===== config.mk =====
export PLATFORM = sky130hd
export DESIGN_NAME = inst_fetch
export DESIGN_NICKNAME = d
export VERILOG_FILES = /design/src/rtl/inst_fetch_pkg.sv /design/src/rtl/fetch_buf.sv /design/src/rtl/inst_fetch.sv
export SDC_FILE = /design/constraint.sdc
export NUM_CORES = 1
export LEC_CHECK = 0
export ABC_AREA = 1
export BUFFER_PORTS_ARGS = -buffer_cell sky130_fd_sc_hd__buf_2
export CAP_MARGIN = 20
export CORE_ASPECT_RATIO = 1.75
export CORE_MARGIN = 2
export CORE_UTILIZATION = 49
export DETAILED_ROUTE_END_ITERATION = 12
export GPL_TIMING_DRIVEN = 0
export PLACE_DENSITY = 0.75
export SLEW_MARGIN = 20
export SYNTH_ARGS = -nofsm -noshare
export SYNTH_HDL_FRONTEND = slang
export SYNTH_SLANG_ARGS = --single-unit
export TNS_END_PERCENT = 30

===== constraint.sdc =====
create_clock -name clk -period 1.5 [get_ports clk]
set_input_delay 0.075 -clock clk [delete_from_list [all_inputs] [get_ports clk]]
set_output_delay 0.075 -clock clk [all_outputs]
set_load 0.01 [all_outputs]

===== src/rtl/inst_fetch_pkg.sv =====
// Shared constants and instruction definitions for the fetch stage: XLEN, boot address,
// NOP encoding, fetch FSM state encodings and the buffered {pc, inst} entry layout.
package inst_fetch_pkg;

  localparam int XLEN = 32;
  localparam logic [XLEN-1:0] CPU_START_ADDR = 32'h8000_0000;

  localparam logic [31:0] INST_NOP = 32'h0000_0013;

  typedef enum logic [1:0] {
    FETCH_REQ   = 2'd0,
    FETCH_WAIT  = 2'd1,
    FETCH_DRAIN = 2'd2
  } fetch_state_e;

  typedef struct packed {
    logic [XLEN-1:0] pc;
    logic [31:0]     inst;
  } fetch_entry_t;

  localparam int FETCH_ENTRY_W = $bits(fetch_entry_t);

endpackage


===== src/rtl/fetch_buf.sv =====
// Two-entry FIFO, head visible combinationally; push-to-head latency 1 cycle.
// No internal backpressure: the producer must not push when count==2; clear wins over push/pop.
module fetch_buf #(
  parameter int WIDTH = 64
) (
  input  logic             clk,
  input  logic             rst,
  input  logic             push,
  input  logic [WIDTH-1:0] push_dat,
  input  logic             pop,
  input  logic             clear,
  output logic [1:0]       count,
  output logic [WIDTH-1:0] head_dat
);

  logic [1:0][WIDTH-1:0] mem_q, mem_d;
  logic                  rd_ptr_q, rd_ptr_d;
  logic                  wr_ptr_q, wr_ptr_d;
  logic [1:0]            count_q, count_d;

  always_comb begin
    mem_d    = mem_q;
    rd_ptr_d = rd_ptr_q;
    wr_ptr_d = wr_ptr_q;
    count_d  = count_q;
    if (clear) begin
      rd_ptr_d = 1'b0;
      wr_ptr_d = 1'b0;
      count_d  = 2'd0;
    end else begin
      if (push) begin
        mem_d[wr_ptr_q] = push_dat;
        wr_ptr_d        = ~wr_ptr_q;
      end
      if (pop) begin
        rd_ptr_d = ~rd_ptr_q;
      end
      count_d = count_q + {1'b0, push} - {1'b0, pop};
    end
  end

  always_ff @(posedge clk) begin
    if (!rst) begin
      mem_q    <= '0;
      rd_ptr_q <= 1'b0;
      wr_ptr_q <= 1'b0;
      count_q  <= 2'd0;
    end else begin
      mem_q    <= mem_d;
      rd_ptr_q <= rd_ptr_d;
      wr_ptr_q <= wr_ptr_d;
      count_q  <= count_d;
    end
  end

  assign count    = count_q;
  assign head_dat = mem_q[rd_ptr_q];

endmodule


===== src/rtl/inst_fetch.sv =====
// Instruction fetch: one outstanding bus request into a 2-entry {pc, inst} buffer; decode sees a word 1 cycle after its response.
// Requests only when a buffer slot is free; pause holds the PC except in the cycle a request is accepted; id_stall holds the head.
module inst_fetch
  import inst_fetch_pkg::*;
(
  input  logic            clk,
  input  logic            rst,
  input  logic [XLEN-1:0] pc_in,
  output logic            pause,
  input  logic            flush,
  output logic            mem_req_valid,
  output logic [XLEN-1:0] mem_req_addr,
  input  logic            mem_req_ready,
  input  logic            mem_resp_valid,
  input  logic [31:0]     mem_resp_data,
  input  logic            id_stall,
  output logic            id_valid,
  output logic [31:0]     id_inst,
  output logic [XLEN-1:0] id_pc
);

  fetch_state_e                 state_q, state_d;
  logic [XLEN-1:0]              req_pc_q, req_pc_d;
  logic [1:0]                   count;
  logic                         push;
  logic                         pop;
  fetch_entry_t                 push_entry;
  fetch_entry_t                 head;
  logic [FETCH_ENTRY_W-1:0]     head_dat;

  always_comb begin
    state_d       = state_q;
    req_pc_d      = req_pc_q;
    mem_req_valid = 1'b0;
    pause         = 1'b1;
    push          = 1'b0;
    case (state_q)
      FETCH_REQ: begin
        // Space is reserved before issuing, so a response can always be pushed.
        mem_req_valid = rst && (count != 2'd2);
        if (mem_req_valid && mem_req_ready) begin
          pause    = 1'b0;
          req_pc_d = pc_in;
          state_d  = flush ? FETCH_DRAIN : FETCH_WAIT;
        end
      end
      FETCH_WAIT: begin
        if (mem_resp_valid) begin
          push    = !flush;
          state_d = FETCH_REQ;
        end else if (flush) begin
          state_d = FETCH_DRAIN;
        end
      end
      FETCH_DRAIN: begin
        // The stale response retires the only outstanding request, even under a repeated flush.
        if (mem_resp_valid) begin
          state_d = FETCH_REQ;
        end
      end
      default: state_d = FETCH_REQ;
    endcase
  end

  always_ff @(posedge clk) begin
    if (!rst) begin
      state_q  <= FETCH_REQ;
      req_pc_q <= '0;
    end else begin
      state_q  <= state_d;
      req_pc_q <= req_pc_d;
    end
  end

  assign mem_req_addr    = pc_in;
  assign push_entry.pc   = req_pc_q;
  assign push_entry.inst = mem_resp_data;
  assign pop             = id_valid && !id_stall && !flush;

  fetch_buf #(
    .WIDTH(FETCH_ENTRY_W)
  ) u_buf (
    .clk     (clk),
    .rst     (rst),
    .push    (push),
    .push_dat(push_entry),
    .pop     (pop),
    .clear   (flush),
    .count   (count),
    .head_dat(head_dat)
  );

  assign head     = fetch_entry_t'(head_dat);
  assign id_valid = (count != 2'd0);
  assign id_inst  = id_valid ? head.inst : INST_NOP;
  assign id_pc    = id_valid ? head.pc : '0;

endmodule


==> results.py <==
metrics = {
    "run_status": {
        "status": "finished with violations",
        "violations": "negative setup slack",
    },
    "routing": {
        "first_iter_violations": 568,
        "wl_per_cell_um": 15.2,
        "drtAntennaViolNets": 0,
        "vias_per_cell": 4.97,
        "drc_errors": 0,
        "routed_wl_mm": 25.5,
        "dr.pass1.iters": 5,
        "vias": 8355,
    },
    "clock_tree": {
        "htree_levels": 4,
        "cts_buffer_depth": 2,
        "clk_pin_slew_ns": 0.07,
        "root_buffer": "clkbuf_16",
        "clock_latency_ns": 0.43,
        "cts_tree": "done",
        "cts_num_sinks": 166,
        "numCtsBuffers": 17,
    },
    "layout": {
        "final_core_util_pct": 77.0,
        "final_cell_mix": "nor2_1 (296), nand2_1 (232), dfxtp_1 (161)",
        "areaGrowthSynthToFinish_pct": 54.4,
        "layout_commonest_cell": "nor2_1",
        "final_nets": 1555,
        "final_layout_size_suffix_gt1_share_pct": 32.0,
        "antenna_cells_inserted": 0,
        "n_fill_cell": 1044,
    },
    "floorplanning": {
        "die-height_um": 169,
        "rows": 60,
        "start_util_pct": 49.9,
        "io-pin-count": 169,
        "die_area_um2": 16600,
        "core_um2": 15300,
        "die_w_um": 98.4,
    },
    "pwr": {
        "p_leak_uw": 0.00608,
        "p_per_area_nw_per_um2": 1010,
        "ir_worst_vdd_mv": 0.742,
    },
    "placed_design": {
        "place_worst_setup_slack_ns": -0.424,
        "port_buffers": 168,
        "gp_congestion": 0.843,
        "dp_hpwl_mm": 14.2,
    },
    "global_route": {
        "grt_pass1_vias": 7644,
        "track_usage_pct": 26.6,
        "grt_overflow": 0,
        "grt_pass1_wl_mm": 35.8,
        "antenna_found_initial": 0,
        "grt_max_degree": 17,
    },
    "timing": {
        "layout_setup_ws_ns": -0.234,
        "grt_setup_unrepaired": "true",
        "setup_viol": 184,
        "drv_slew": 0,
        "skew_ns": 0.0105,
        "post-route-min-period_ns": 1.73,
        "hold_violations": 0,
        "fmax_ghz": 0.577,
        "worst_slew_pin_slew_ns": 0.659,
        "fin_crit_sh_pct": 116,
        "slew_headroom_pct": 56.1,
    },
    "critical_path": {
        "critical_path.cell_chain": "inv_4, nand2_4, nor3_4, nand2_4, clkbuf_16, clkbuf_16, nand2_1, nand2_1, nor2_1",
        "end_kind": "flip-flop",
        "worst-path-buf-inv": 3,
        "max_stage_delay_ns": 0.37,
        "cp.arrival_ns": 2.09,
        "cp_top_family": "simple AND/OR/NAND/NOR gates",
        "reg2reg_from": "state_q[1]$_SDFFE_PN0P_",
        "crit_fanout": 7,
        "worstSetupPathType": "flip-flop to flip-flop",
        "crit_start": "state_q[1]$_SDFFE_PN0P_",
        "crit_path_start_kind": "flip-flop",
        "crit_slowest_cell": "dfxtp_4",
        "worstPathRequired_ns": 1.86,
    },
    "logic_synthesis": {
        "yosys_warnings": 0,
        "synth_fa_ha_area_share_pct": 0.327,
        "ys_ff_latch": 166,
        "synth_area_um2": 7640,
        "synth_seq_area_share_pct": 43.5,
        "ys_top_cells_by_area": "dfxtp_1 (43%), nor2_1 (16%), nand2_1 (13%), inv_1 (7.1%), o21ai_0 (6.4%)",
        "synth.largest_area_cell": "dfxtp_1",
        "syn-num-nets": 1268,
        "syn_inst": 1196,
        "synth_compound_area_share_pct": 10.8,
        "synthXorXnorAreaFrac_pct": 0.115,
        "synth_top_family_by_area": "simple AND/OR/NAND/NOR gates",
        "synth_top_area_share_pct": 43.5,
        "synthSimpleGateAreaFrac_pct": 30.4,
        "synth.mux.area_fraction_pct": 0,
        "synth_cell_type_count": 18,
        "syn_avg_cell_area_um2": 6.39,
    },
    "hold_path": {
        "hp-class": "input port to flip-flop",
        "hp-start": "mem_resp_valid",
    },
    "flow_run": {
        "drv_cap": 0,
    },
}
==> cell usage after synthesis <==
cell,instances
ha_1,2
buf_6,5
nor2_1,335
nand2_1,271
nand3_1,3
xnor2_1,1
inv_1,145
buf_1,2
inv_2,1
clkbuf_1,37
a21oi_1,68
nor3_4,1
nand3b_1,1
or2_2,1
dfxtp_1,166
buf_2,25
buf_4,35
o21ai_0,97
==> area by class of cell <==
cell class                      count  area, um^2  area share [%]
Buffer                            103        1020            8.63
Clock buffer                       18         439            3.72
Clock inverter                     14         164            1.39
Inverter                          146         566            4.79
Multi-Input combinational cell    782        3950            33.5
Sequential cell                   166        3330            28.3
Tap cell                          186         233            1.97
Timing Repair Buffer              267        2100            17.8
==> metal layers <==
metal	share of wire (%)	vias to the layer above	wire, um	track usage (%)
met5	0	-	0	0
met4	4.1	0	1060	12.9
met3	4.8	81	1230	4.53
met2	54	342	13800	49.5
met1	37	3801	9420	28.6
li1	-	4131	-	-
==> path summary, 6_finish.rpt <==
check | cells past startpoint | to | slack (ns)
worst max-delay path | 9 | u_buf.mem_q[11]$_SDFFE_PN0P_ | -0.23
worst min-delay path | 4 | state_q[0]$_SDFFE_PN0P_ | 0.07
worst max register to register | 9 | u_buf.mem_q[11]$_SDFFE_PN0P_ | -0.23
worst min register to register | 2 | u_buf.mem_q[51]$_SDFFE_PN0P_ | 0.50
==> cells by family after synthesis <==
group	count (synthesis)
xor+xnor	1
fa+ha+maj	2
buf+inv	250
simple gates	612
compound gates	165
flops	166
==> worst register-to-register path, cell delays in order (launching register included) <==
cell and delay [ns]:
dfxtp_4 0.37, inv_4 0.07, nand2_4 0.05, nor3_4 0.34
nand2_4 0.13, clkbuf_16 0.21, clkbuf_16 0.17, nand2_1 0.09
nand2_1 0.09, nor2_1 0.15
==> sequential cells by signal (all words and copies together) (netlist names) <==
signal and cells:
req_pc_q 32, u_buf.rd_ptr_q 1, state_q 2, u_buf.wr_ptr_q 1, u_buf.mem_q 128, u_buf.count 2
==> power breakdown <==
| group | leakage [uW] | internal (uW) | switching [uW] | total (uW) |
|---|---|---|---|---|
| clock | 0.000292 | 2550 | 1980 | 4530 |
| combinational | 0.00444 | 1020 | 1260 | 2280 |
| sequential | 0.00135 | 4800 | 312 | 5110 |
==> repair_timing <==
action                     in CTS  in global routing
pin swaps                       9                 25
hold buffers                   65                  0
hold endpoints to repair       97                  0
setup endpoints to repair     113                225
resized for setup             181                262
gates cloned                    7                 14
buffers inserted               11                  4
==> through the flow <==
stage / cell area, um^2 / hold WS (ns) / power [uW] / cells / setup TNS (ns)
2_1_floorplan: 7650 / 0.210 / 6120 / 1196 / 0
3_3_place_gp: 8720 / 0.313 / 6590 / 1550 / -27.70
3_5_place_dp: 8720 / 0.319 / 6630 / 1550 / -28.54
4_1_cts: 10600 / 0.0438 / 11400 / 1665 / -5.22
5_1_grt: 11800 / 0.0785 / 12400 / 1682 / -23.63
6_report: 11800 / 0.0748 / 11900 / 1682 / -11.85
Power figures use the tool's default switching activity.
